### config.mk
export PLATFORM = sky130hd
export DESIGN_NAME = resp_packer
export DESIGN_NICKNAME = d
export VERILOG_FILES = /design/src/rtl/resp_packer.sv
export SDC_FILE = /design/constraint.sdc
export NUM_CORES = 1
export LEC_CHECK = 0
export BUFFER_PORTS_ARGS = -buffer_cell sky130_fd_sc_hd__buf_2
export CORE_AREA = 4 4 56 108
export CTS_CLUSTER_DIAMETER = 80
export DETAILED_ROUTE_END_ITERATION = 10
export DIE_AREA = 0 0 60 112
export GPL_ROUTABILITY_DRIVEN = 1
export HOLD_SLACK_MARGIN = 0.12
export PLACE_DENSITY = 0.79
export SLEW_MARGIN = 20
export SYNTH_ARGS = -nofsm -noshare
export SYNTH_HDL_FRONTEND = slang
export SYNTH_SLANG_ARGS = --single-unit
export TNS_END_PERCENT = 10
### constraint.sdc
create_clock -name clk -period 6.7 [get_ports clk]
set_clock_uncertainty 0.2 [all_clocks]
set_input_delay 1.005 -clock clk [delete_from_list [all_inputs] [get_ports clk]]
set_output_delay 1.005 -clock clk [all_outputs]
set_load 0.005 [all_outputs]
### src/rtl/resp_packer.sv
// Response framer: passes echo bytes through unchanged and wraps each result word in a
// header+payload packet, all on one valid/ready byte stream toward the UART transmitter.
module resp_packer #(
    parameter int unsigned WORD_W = 32
) (
    input  logic              clk,
    input  logic              rst,
    input  logic [7:0]        echo_data_i,
    input  logic              echo_valid_i,
    output logic              echo_ready_o,
    input  logic [WORD_W-1:0] word_i,
    input  logic [7:0]        opcode_i,
    input  logic              word_valid_i,
    output logic              word_ready_o,
    output logic [7:0]        data_o,
    output logic              valid_o,
    input  logic              ready_i,
    output logic              busy_o
);

    localparam int unsigned NB      = WORD_W / 8;
    localparam int unsigned PKT_LEN = 4 + NB;
    localparam int unsigned IdxW    = $clog2(PKT_LEN);
    localparam logic [15:0] PktLen16 = 16'(PKT_LEN);
    localparam logic [IdxW-1:0] LastIdx = IdxW'(PKT_LEN - 1);

    localparam logic [1:0] StIdle     = 2'd0;
    localparam logic [1:0] StSendEcho = 2'd1;
    localparam logic [1:0] StSendWord = 2'd2;

    logic [1:0]        state_q, state_d;
    logic [7:0]        byte_q, byte_d;
    logic [WORD_W-1:0] word_q, word_d;
    logic [7:0]        op_q, op_d;
    logic [IdxW-1:0]   idx_q, idx_d;

    logic       echo_ready;
    logic       word_ready;
    logic       valid;
    logic [7:0] data;
    logic [7:0] word_byte;
    logic       echo_acc;
    logic       word_acc;

    // Payload byte for the current index, least-significant byte first.
    always_comb begin
        word_byte = 8'h00;
        for (int i = 0; i < int'(NB); i++) begin
            if (idx_q == IdxW'(4 + i)) begin
                word_byte = word_q[8*i +: 8];
            end
        end
    end

    always_comb begin
        echo_ready = 1'b0;
        word_ready = 1'b0;
        valid      = 1'b0;
        data       = 8'h00;
        unique case (state_q)
            StIdle: begin
                word_ready = 1'b1;
                echo_ready = !word_valid_i;
            end
            StSendEcho: begin
                valid      = 1'b1;
                data       = byte_q;
                echo_ready = ready_i && !word_valid_i;
            end
            StSendWord: begin
                valid = 1'b1;
                unique case (idx_q)
                    IdxW'(0): data = op_q;
                    IdxW'(1): data = 8'h00;
                    IdxW'(2): data = PktLen16[7:0];
                    IdxW'(3): data = PktLen16[15:8];
                    default:  data = word_byte;
                endcase
            end
            default: begin
                valid = 1'b0;
            end
        endcase
    end

    assign echo_acc = echo_valid_i && echo_ready;
    assign word_acc = word_valid_i && word_ready;

    always_comb begin
        state_d = state_q;
        byte_d  = byte_q;
        word_d  = word_q;
        op_d    = op_q;
        idx_d   = idx_q;
        unique case (state_q)
            StIdle: begin
                if (word_acc) begin
                    word_d  = word_i;
                    op_d    = opcode_i;
                    idx_d   = '0;
                    state_d = StSendWord;
                end else if (echo_acc) begin
                    byte_d  = echo_data_i;
                    state_d = StSendEcho;
                end
            end
            StSendEcho: begin
                if (ready_i) begin
                    if (echo_acc) begin
                        byte_d = echo_data_i;
                    end else begin
                        state_d = StIdle;
                    end
                end
            end
            StSendWord: begin
                if (ready_i) begin
                    if (idx_q == LastIdx) begin
                        state_d = StIdle;
                    end else begin
                        idx_d = idx_q + IdxW'(1);
                    end
                end
            end
            default: begin
                state_d = StIdle;
            end
        endcase
    end

    always_ff @(posedge clk or negedge rst) begin
        if (!rst) begin
            state_q <= StIdle;
            byte_q  <= 8'h00;
            word_q  <= '0;
            op_q    <= 8'h00;
            idx_q   <= '0;
        end else begin
            state_q <= state_d;
            byte_q  <= byte_d;
            word_q  <= word_d;
            op_q    <= op_d;
            idx_q   <= idx_d;
        end
    end

    // Readies are forced low during reset so nothing is consumed while held.
    assign echo_ready_o = rst && echo_ready;
    assign word_ready_o = rst && word_ready;
    assign valid_o      = rst && valid;
    assign data_o       = rst ? data : 8'h00;
    assign busy_o       = rst && (state_q != StIdle);

endmodule

; Yosys cells after proc, flatten, opt, wreduce, memory -nomap -nowiden
; Cells that the tools add are included.
[word_totals]
rom_bits = 0
inputBits = 53
n_memories = 0
ram_bits = 0
elab_cells = 67
regBits = 53
out_inout_bits = 12
latch_bits = 0
[op_classes]
div_mod_pow = 0
n_addsub = 1
bitwise = 0
reduce_logical = 19
mux = 25
n_shift = 0
order_cmp = 0
eq_ne = 17
mul = 0
[op_table]
columns = op, n
row1 = $mux W8, 8
row2 = $pmux W8 S2, 2
row3 = $pmux W8 S3, 1
row4 = $ne A2 B2 Y1 const B, 7
row5 = $eq A3 B3 Y1 const B, 4
row6 = $mux W2, 6
row7 = $mux W3, 3
row8 = $logic_and A1 B1 Y1, 7
row9 = $eq A3 B2 Y1 const B, 2
row10 = $pmux W2 S3, 1
row11 = $pmux W3 S2, 1
row12 = $reduce_bool A2 Y1, 3
row13 = $reduce_and A5 Y1, 1
row14 = $reduce_and A4 Y1, 1
row15 = $reduce_or A2 Y1, 2
row16 = $add A3 B1 Y3 const B, 1
row17 = $eq A3 B1 Y1 const B, 1
row18 = $logic_not A3 Y1, 1
row19 = $ne A3 B3 Y1 const B, 1
row20 = $reduce_and A3 Y1, 1
row21 = $eq A2 B1 Y1 const B, 1
row22 = $eq A2 B2 Y1 const B, 1
row23 = $logic_not A2 Y1, 1
row24 = $mux W1, 2
row25 = 3 further kinds, 3

; Logic depth before layout (Yosys ltp)
[logic_depth]
word_depth = 8
mapped_depth = 8
depth_no_buf = 7

; Worst setup path after synthesis
; No wires, ideal clock.
[synth_timing]
path_type = register -> output
startpoint = reg idx_q[0]
endpoint = out data_o[6]
arrival_ps = 1802
setup_slack_ps = 3693
required_time_ps = 5495
stages_incl_launch_ff = 8
path_buffers = 2
path_cell_list = dfrtp_1 > inv_1 > ha_1 > buf_2 > o31ai_4 > buf_2 > a221oi_1 > nor4_1
[synth_via]
elab_chain_cells = 8
elab_cells_between_ends = 16
classes_between = 7 x eq/ne / 7 x mux / 2 x reduce/logical
[synth_lines]
columns = item, line_no
row1 = from (decl), 35  ; logic [IdxW-1:0] idx_q, idx_d;
row2 = from (signal assigned), 143  ; idx_q <= idx_d;
row3 = $eq A3 B3 Y1, 49  ; if (idx_q == IdxW'(4 + i)) begin
row4 = $mux W8 (4 in a row), 49
row5 = $pmux W8 S3 *, 72  ; unique case (idx_q)
row6 = $pmux W8 S2 *, 60  ; unique case (state_q)
row7 = $mux W8 *, 151  ; assign data_o = rst ? data : 8'h00;
row8 = to (decl), 15  ; output logic [7:0] data_o,
; Mark *: on every way between the ends. The rest lies on a longest branch, timed or not.

; Worst setup path in the final report
[layout_timing]
startpoint = reg idx_q[0]
endpoint = out data_o[7]
; The elaborated chain is that of the path after synthesis.

==> flow_metrics.tcl <==
set metrics [dict create \
    relSlewSlack_pct 37.7 \
    drt_iter0_drc 71 \
    met1_usage_pct 23.7 \
    crit_family "simple AND/OR/NAND/NOR gates" \
    yosys.area.top_type_share_pct 47.7 \
    setup_viol 0 \
    switching_power_w 0.000563 \
    crit_slowest_cell "dfrtp_1" \
    gp_congestion 0.830 \
    die_width_um 60 \
    start_util_pct 53.6 \
    period_share_pct 61.2 \
    p_total_w 0.00149 \
    wl_per_cell_um 18.6 \
    ir_drop_v 0.000343 \
    power_per_cell_area_nw_per_um2 467 \
    grt-ovfl-total 0 \
    synth_most_common_cell "dfrtp_1" \
    setup_ws_ns 2.60 \
    grt_pass1_wl_um 10300 \
    ys_seq_area_share_pct 47.7 \
    clock.fmax_mhz 244 \
    use_met3_pct 2.67 \
    synthesis.nets 291 \
    syn_area_per_cell_um2 12.1 \
    hold_buffers 0 \
    yosys_warnings 0 \
    crit_buf_inv 2 \
    drtPass1Iterations 4 \
    status "complete, no violations" \
    synth_area_leaders "dfrtp_1, mux2_2, a221oi_1, ha_1, o311a_1" \
    antenna_cells 0 \
    first_global_vias 2196 \
    path_max_fanout 11 \
    synth-edff-count 0 \
    finalSetupTns_ns 0 \
    tightestPinTransition_ns 0.935 \
    die_height_um 112 \
    async_reset_ff_share_pct 100 \
    cp_num_cells 7 \
    drtAntennaViolNets 0 \
    track_usage_pct 19.9 \
    hold_class "reg -> reg" \
    reg2reg_depth 5 \
    fp.dieArea_um2 6720 \
    yosysTopAreaCell "dfrtp_1" \
    period_minus_slack_ns 4.10 \
    critPathRequiredTime_ns 5.49 \
    drcViolationCount 0 \
    use_met2_pct 34.9 \
    leakage_nw 1.42 \
    start_kind "flip-flop" \
    vias_per_cell 6.17 \
    grt-busiest-layer "met2" \
    drv_slew 0 \
    intPower_w 0.000928 \
    final_util_pct 61.5 \
    clkLatencyLatePin_ns 0.30 \
    grt_max_degree 58 \
    path_cells "inv_1, ha_1, nor2b_4, a221oi_1, o311a_1, nor4_1, buf_2" \
    syn_inst 230 \
    hold_viol_final 0 \
    path_class "reg -> out" \
    drive_gt1_share_pct 44.1 \
    post_cts_buffers 0 \
    hold-path-cell-count 1 \
    synthFlopType "dfrtp_1" \
    numCtsBuffers 5 \
    nNetsFinal 346 \
    coreArea_um2 5180 \
    num_io_pins 65 \
    detailedPlace.worstSlack_ns 2.55 \
    place_hpwl_um 4760 \
    arrival_ns 2.89 \
    wl_um 6380 \
    ys_seq_elements 53 \
    synth.distinct_cells 37 \
    rsz0062_at_grt "no" \
    cts_resized 0 \
    cts_root_buf "clkbuf_8" \
    tritoncts "yes" \
    p_clk_share_pct 13.0 \
    synth_common_cells "dfrtp_1, mux2_2, a221oi_1, nor2b_1, a21oi_1" \
    antenna_found_initial 0 \
    cp-end-kind "output port" \
    htreeDepth 2 \
    combPwrFrac_pct 47.1 \
    synth_area_um2 2780 \
    io_buffer_count 64 \
    cts_max_path_buffers 2 \
    syn_to_final_growth_pct 14.8 \
    numClockSinks 53 \
    vias 2123 \
    slowest_delay_ns 0.50 \
    path_clk_slew_ns 0.09 \
    swShare_pct 37.7 \
    sequentialPowerShare_pct 39.9 \
    num_rows 37 \
    drv_cap 0 \
]
kinds of logic (layout without fill, tap and decap cells):
| family | count (synthesis) | in the layout | share of synthesized area (%) |
|---|---|---|---|
| flops | 53 | 53 | 47.7 |
| mux | 49 | 49 | 19.8 |
| compound gates | 56 | 56 | 16.2 |
| fa+ha+maj | 8 | 8 | 3.60 |
| buf+inv | 26 | 82 | 4.59 |
| simple gates | 38 | 38 | 8.06 |
state kept, by name, summed over array words and instances (netlist names):
signal	count
byte_q	8
word_q	32
op_q	8
idx_q	3
state_q	2
final timing paths:
kind	start	to	slack (ns)
worst max-delay path	idx_q[0]	data_o[7]	2.60
worst min-delay path	word_q[12]	word_q[12]	0.31
worst max register to register	state_q[1]	byte_q[5]	4.03
worst min register to register	word_q[12]	word_q[12]	0.31
max in group asynchronous	rst	word_q[14]	5.20
min in group asynchronous	rst	word_q[27]	0.62
through the flow:
| step | instances | hold WS (ns) | area [um2] |
|---|---|---|---|
| after floorplan | 230 | 0.280 | 2780 |
| after global placement | 336 | 0.288 | 3090 |
| after detailed placement | 336 | 0.295 | 3090 |
| after CTS | 344 | 0.316 | 3190 |
| after global routing | 344 | 0.328 | 3190 |
| final | 344 | 0.312 | 3190 |
power groups by stage:
| stage | Sequential, W | Clock, W | Combinational [W] |
|---|---|---|---|
| 6_report | 0.000596 | 0.000194 | 0.000702 |
| 4_1_cts | 0.000595 | 0.000198 | 0.000705 |
| 5_1_grt | 0.000614 | 0.000208 | 0.000769 |
| 2_1_floorplan | 0.000560 | 0 | 0.000581 |
| 3_3_place_gp | 0.000594 | 0 | 0.000675 |
| 3_5_place_dp | 0.000602 | 0 | 0.000701 |
layer usage:
layer / routed length (um) / vias up
met5: 0 / -
met4: 119 / 0
met3: 328 / 11
met2: 3570 / 78
met1: 2370 / 1048
li1: - / 986
cells in the final DEF (no fill, tap or decap), drive strengths merged, types with 2 or more instances in the layout:
cell type	netlist	routed
nor3b	2	2
a31oi	2	2
buf	12	66
o221ai	2	2
nand2	5	5
o21ai	3	3
a221oi	15	15
dfrtp	53	53
ha	8	8
clkbuf	6	7
nor2b	12	12
inv	8	8
o311a	8	8
nand2b	3	3
a21oi	10	10
nor4	7	7
a22oi	8	8
nor3	2	2
mux2	48	48
nor2	4	4
final cells by class:
type / count / area [um2]
Fill cell: 480 / 1990
Sequential cell: 53 / 1330
Multi-Input combinational cell: 151 / 1330
Timing Repair Buffer: 66 / 335
Clock buffer: 7 / 96.3
Tap cell: 58 / 72.6
Inverter: 8 / 30.0
Clock inverter: 1 / 5.00
No activity file was read; power rests on OpenSTA's default activity.
